### config.mk
export PLATFORM = sky130hd
export DESIGN_NAME = mb_pp_accumulator
export DESIGN_NICKNAME = d
export VERILOG_FILES = /design/src/rtl/mb_pp_accumulator_pkg.sv /design/src/rtl/mb_pp_shift_add.sv /design/src/rtl/mb_pp_accumulator.sv
export SDC_FILE = /design/constraint.sdc
export NUM_CORES = 1
export LEC_CHECK = 0
export CELL_PAD_IN_SITES_DETAIL_PLACEMENT = 0
export CELL_PAD_IN_SITES_GLOBAL_PLACEMENT = 2
export CORE_MARGIN = 3
export CORE_UTILIZATION = 34
export CTS_CLUSTER_SIZE = 28
export DETAILED_ROUTE_END_ITERATION = 10
export GPL_TIMING_DRIVEN = 0
export MAX_ROUTING_LAYER = met4
export PLACE_DENSITY_LB_ADDON = 0.1
export RECOVER_POWER = 50
export SYNTH_ARGS = -nofsm -noshare
export SYNTH_HDL_FRONTEND = slang
export SYNTH_SLANG_ARGS = --single-unit
### constraint.sdc
create_clock -name clk -period 3.5 [get_ports clk]
set_input_delay 0.7 -clock clk [delete_from_list [all_inputs] [get_ports clk]]
set_output_delay 0.7 -clock clk [all_outputs]
set_load 0.01 [all_outputs]
### src/rtl/mb_pp_accumulator_pkg.sv
// Shared definitions for the modified-Booth multiplier slice: default sizes,
// FSM state encodings and a small sizing helper.
package mb_pp_accumulator_pkg;

    localparam int DEF_WIDTH = 8;
    localparam int DEF_N_PP  = DEF_WIDTH / 2;
    localparam int DEF_PP_W  = DEF_WIDTH + 1;
    localparam int DEF_P_W   = 2 * DEF_WIDTH;

    typedef enum logic [1:0] {
        S_IDLE = 2'd0,
        S_ACC  = 2'd1,
        S_DONE = 2'd2
    } state_e;

    // Index counters need at least one bit even when only one PP exists.
    function automatic int idxWidth(input int n);
        return (n > 1) ? $clog2(n) : 1;
    endfunction

endpackage

### src/rtl/mb_pp_shift_add.sv
// Combinational adder step: acc + (zero-extended pp shifted by two bits per index),
// truncated to the accumulator width.
module mb_pp_shift_add #(
    parameter int P_W   = 16,
    parameter int PP_W  = 9,
    parameter int IDX_W = 2
) (
    input  logic [P_W-1:0]   acc_i,
    input  logic [PP_W-1:0]  pp_i,
    input  logic [IDX_W-1:0] idx_i,
    output logic [P_W-1:0]   sum_o
);

    logic [P_W-1:0] ppExt;

    assign ppExt = P_W'(pp_i);
    assign sum_o = acc_i + (ppExt << {idx_i, 1'b0});

endmodule

### src/rtl/mb_pp_accumulator.sv
// Sequential summation of radix-4 Booth partial products through one shared adder,
// with valid/ready handshakes on both the transaction input and the product output.
module mb_pp_accumulator
    import mb_pp_accumulator_pkg::*;
#(
    parameter int WIDTH = DEF_WIDTH,
    parameter int N_PP  = WIDTH / 2,
    parameter int PP_W  = WIDTH + 1,
    parameter int P_W   = 2 * WIDTH
) (
    input  logic                 clk,
    input  logic                 rst_n,
    input  logic                 in_valid,
    output logic                 in_ready,
    input  logic [N_PP*PP_W-1:0] pp_bus,
    input  logic [P_W-1:0]       cor,
    output logic                 out_valid,
    input  logic                 out_ready,
    output logic [P_W-1:0]       product,
    output logic                 busy
);

    localparam int IDX_W = idxWidth(N_PP);
    localparam logic [IDX_W-1:0] LAST_IDX = IDX_W'(N_PP - 1);

    state_e                state_q;
    logic [IDX_W-1:0]      idx_q;
    logic [N_PP*PP_W-1:0]  ppReg_q;
    logic [P_W-1:0]        acc_q;
    logic [P_W-1:0]        acc_d;
    logic [P_W-1:0]        product_q;
    logic                  inReady_q;
    logic                  outValid_q;
    logic                  busy_q;
    logic [PP_W-1:0]       ppSel;

    // Selecting from the captured copy keeps the mux on defined data whatever pp_bus does.
    assign ppSel = ppReg_q[int'(idx_q)*PP_W +: PP_W];

    mb_pp_shift_add #(
        .P_W   (P_W),
        .PP_W  (PP_W),
        .IDX_W (IDX_W)
    ) u_shift_add (
        .acc_i (acc_q),
        .pp_i  (ppSel),
        .idx_i (idx_q),
        .sum_o (acc_d)
    );

    always_ff @(posedge clk or negedge rst_n) begin
        if (!rst_n) begin
            state_q    <= S_IDLE;
            idx_q      <= '0;
            ppReg_q    <= '0;
            acc_q      <= '0;
            product_q  <= '0;
            inReady_q  <= 1'b1;
            outValid_q <= 1'b0;
            busy_q     <= 1'b0;
        end else begin
            case (state_q)
                S_IDLE: begin
                    if (in_valid && inReady_q) begin
                        ppReg_q   <= pp_bus;
                        acc_q     <= cor;
                        idx_q     <= '0;
                        state_q   <= S_ACC;
                        inReady_q <= 1'b0;
                        busy_q    <= 1'b1;
                    end
                end
                S_ACC: begin
                    acc_q <= acc_d;
                    if (idx_q == LAST_IDX) begin
                        idx_q      <= '0;
                        state_q    <= S_DONE;
                        outValid_q <= 1'b1;
                        product_q  <= acc_d;
                    end else begin
                        idx_q <= idx_q + IDX_W'(1);
                    end
                end
                S_DONE: begin
                    // Returning to IDLE first means a new transaction is never taken in DONE.
                    if (out_ready) begin
                        state_q    <= S_IDLE;
                        outValid_q <= 1'b0;
                        inReady_q  <= 1'b1;
                        busy_q     <= 1'b0;
                    end
                end
                default: begin
                    state_q    <= S_IDLE;
                    idx_q      <= '0;
                    inReady_q  <= 1'b1;
                    outValid_q <= 1'b0;
                    busy_q     <= 1'b0;
                end
            endcase
        end
    end

    assign in_ready  = inReady_q;
    assign out_valid = outValid_q;
    assign product   = product_q;
    assign busy      = busy_q;

endmodule

==> impl_metrics.toml <==
[placement]
placed_cell_area_sq_um = 4930
portBuffers = 74
globalplace.congestion = 0.784
dpl.hpwl_mm = 7.83

[grt]
grt_max_degree = 54
grt_antenna_before_repair = 0
grt_usage_pct = 17.1
grt_pass1_vias = 3184
grt_overflow = 0
grt_pass1_wl_mm = 16.7

[cells_and_area]
mostFrequentLayoutCell = "dfrtp_1"
area_growth_pct = 29.9
layout_common_cells = "74 x dfrtp_1, 68 x clkdlybuf4s50_1, 43 x nand2_1, 43 x mux2_2"
final_area_sq_um = 5180
diodes = 0
nets = 526
drive_above_1_share_pct = 17.7

[cts]
cts_setup_buffers = 0
clkLatencyLatePin_ns = 0.33
cts_sinks = 75
holdBufCountCts = 0
htree_levels = 3
root_buffer = "clkbuf_16"
cts.path.max_buffers = 2
clk_pin_slew_ns = 0.06
cts_inserted_buffers = 9
cts_tree = "built"

[timing]
tightest_slew_ns = 1.33
slew_viol_final = 0
fin_setup_tns_ns = 0
min_period_over_period_pct = 91.2
min_period_ns = 3.19
fin_skew_ns = 0.00786
rsz0062_at_grt = "false"
max_freq_mhz = 313
hold_viol = 0
setup_violations = 0
relSlewSlack_pct = 11.2

[critical_path]
startpoint_type = "flip-flop"
crit_path_max_fanout = 10
arrival_ns = 3.38
critPathCaptureType = "flip-flop"
crit_type = "flip-flop to flip-flop"
critPathRequiredTime_ns = 3.69
r2r_cells = 11

[floorplan]
fp.dieH_microns = 114
die_x_microns = 114
fp.dieArea_sq_um = 13100
row_count = 38
fp.coreArea_sq_um = 11100
io_pins = 75
initial_core_util_pct = 35.8

[worst_hold_path]
hold_depth = 2
hp-class = "flip-flop to flip-flop"

[route]
firstDrtPassIters = 4
finalWirelength_mm = 10.3
num_vias = 3012
viasPerCell = 5.05
post_drt_wl_per_cell_microns = 17.3
drcViolationCount = 0
drt-initial-drc-count = 129
ant_nets = 0

[power_and_ir_drop]
p_leak_nw = 2.24
irDropWorstVdd_uv = 286
powerDensity_nw_per_um2 = 964

[synthesis]
synth.avg_cell_area_sq_um = 10.9
synthCells = 367
synth_top_area_share_pct = 46.5
synth_flop_cell = "dfrtp_1"
synth_area_leaders = "dfrtp_1 46%, mux2_2 12%, ha_1 5.0%"
yosys.area.top_type = "dfrtp_1"
synth-seq-cells = 75
yosysWarnings = 0
syn_area_sq_um = 3990
yosysSeqAreaShare_pct = 47.1
synth-async-reset-ratio_pct = 100
ys_types = 46
synth_nets = 440
synth-edff-count = 0

[status]
run_status = "complete, no violations"

[run]
cap_violations = 0
[synthesized netlist by cell type (4+ instances only)]
cell type,number
dfrtp_1,74
mux2_2,43
nand2_1,43
a21oi_1,23
o21ai_0,23
ha_1,16
nor2_1,14
mux2i_1,12
buf_2,11
nor2b_1,9
xnor2_1,9
clkbuf_1,8
a211oi_1,7
inv_1,6
nand3_1,5
nor3_1,5
and3_1,4
nand2b_1,4
o21bai_1,4
[worst max-delay path: stages (launching register included)]
cell and delay, ns:
dfrtp_1 0.42, clkbuf_4 0.27, buf_2 0.28, nor3b_1 0.12, ha_1 0.24, fa_1 0.42, a21oi_1 0.22, o211a_1 0.23
o21ai_0 0.15, a221oi_1 0.37, xor2_1 0.22, o21ai_0 0.11
[where the power goes]
group | switching, mW | internal, mW | leakage, nW | total, mW
Combinational | 1.43 | 1.20 | 1.20 | 2.63
Clock | 0.379 | 0.483 | 0.125 | 0.863
Sequential | 0.230 | 1.26 | 0.922 | 1.49
Total | 2.04 | 2.95 | 2.24 | 4.99
[area by class of cell]
type	instances	area (sq um)
repair buffers	75	739
clock inverters	6	48.8
clock buffers	9	225
fillers	1099	5950
plain buffers	20	92.6
multi-input cells	266	2000
well taps	140	175
inverters	6	22.5
flip-flops and latches	75	1880
[cell families after synthesis]
family / after synthesis / synth area share [%]
AND/OR/NAND/NOR: 95 / 11.4
adder cells (fa/ha/maj): 17 / 5.53
multiplexers: 58 / 16.9
flip-flops: 75 / 47.1
XOR/XNOR: 12 / 2.64
AO/OA/AOI/OAI: 84 / 13.7
buffers and inverters: 26 / 2.79
[worst paths after layout]
kind,start,endpoint,slack [ns]
max,idx_q[1]$_DFFE_PN0P_,product[12]$_DFFE_PN0P_,0.31
min,product[11]$_DFFE_PN0P_,product[11]$_DFFE_PN0P_,0.47
max reg2reg,idx_q[1]$_DFFE_PN0P_,product[12]$_DFFE_PN0P_,0.31
min reg2reg,product[11]$_DFFE_PN0P_,product[11]$_DFFE_PN0P_,0.47
max in group asynchronous,rst_n,acc_q[13]$_DFFE_PN0P_,0.90
min in group asynchronous,rst_n,acc_q[0]$_DFFE_PN0P_,0.64
[per-layer routing]
metal	global-route usage [%]	wire (microns)
met5	-	0
met1	23.2	5020
met3	3.33	492
met2	26.2	4690
met4	4.83	141
[what timing repair did]
item,CTS,global route
gates cloned,0,0
gates resized for setup,1,6
endpoints found under the hold margin,0,0
setup endpoints to repair,2,7
[sequential cells by signal (all words and copies together), names as in the netlist]
| name | flops |
|---|---|
| busy | 1 |
| ppReg_q | 36 |
| product | 16 |
| idx_q | 2 |
| out_valid | 1 |
| acc_q | 16 |
| state_q | 2 |
| in_ready | 1 |
[through the flow]
stage	std cells	power, mW	util, %	setup slack (ns)	hold slack, ns
floorplan	367	3.32	-	0.521	0.404
global placement	581	4.13	44.1	-1.06	0.462
detailed placement	582	4.17	44.3	-0.193	0.469
CTS	597	5.06	46.7	0.0388	0.275
global route	597	5.45	46.5	0.0376	0.500
finish	597	4.99	46.5	0.308	0.471
Note: power is estimated with default switching activity, not from simulation.
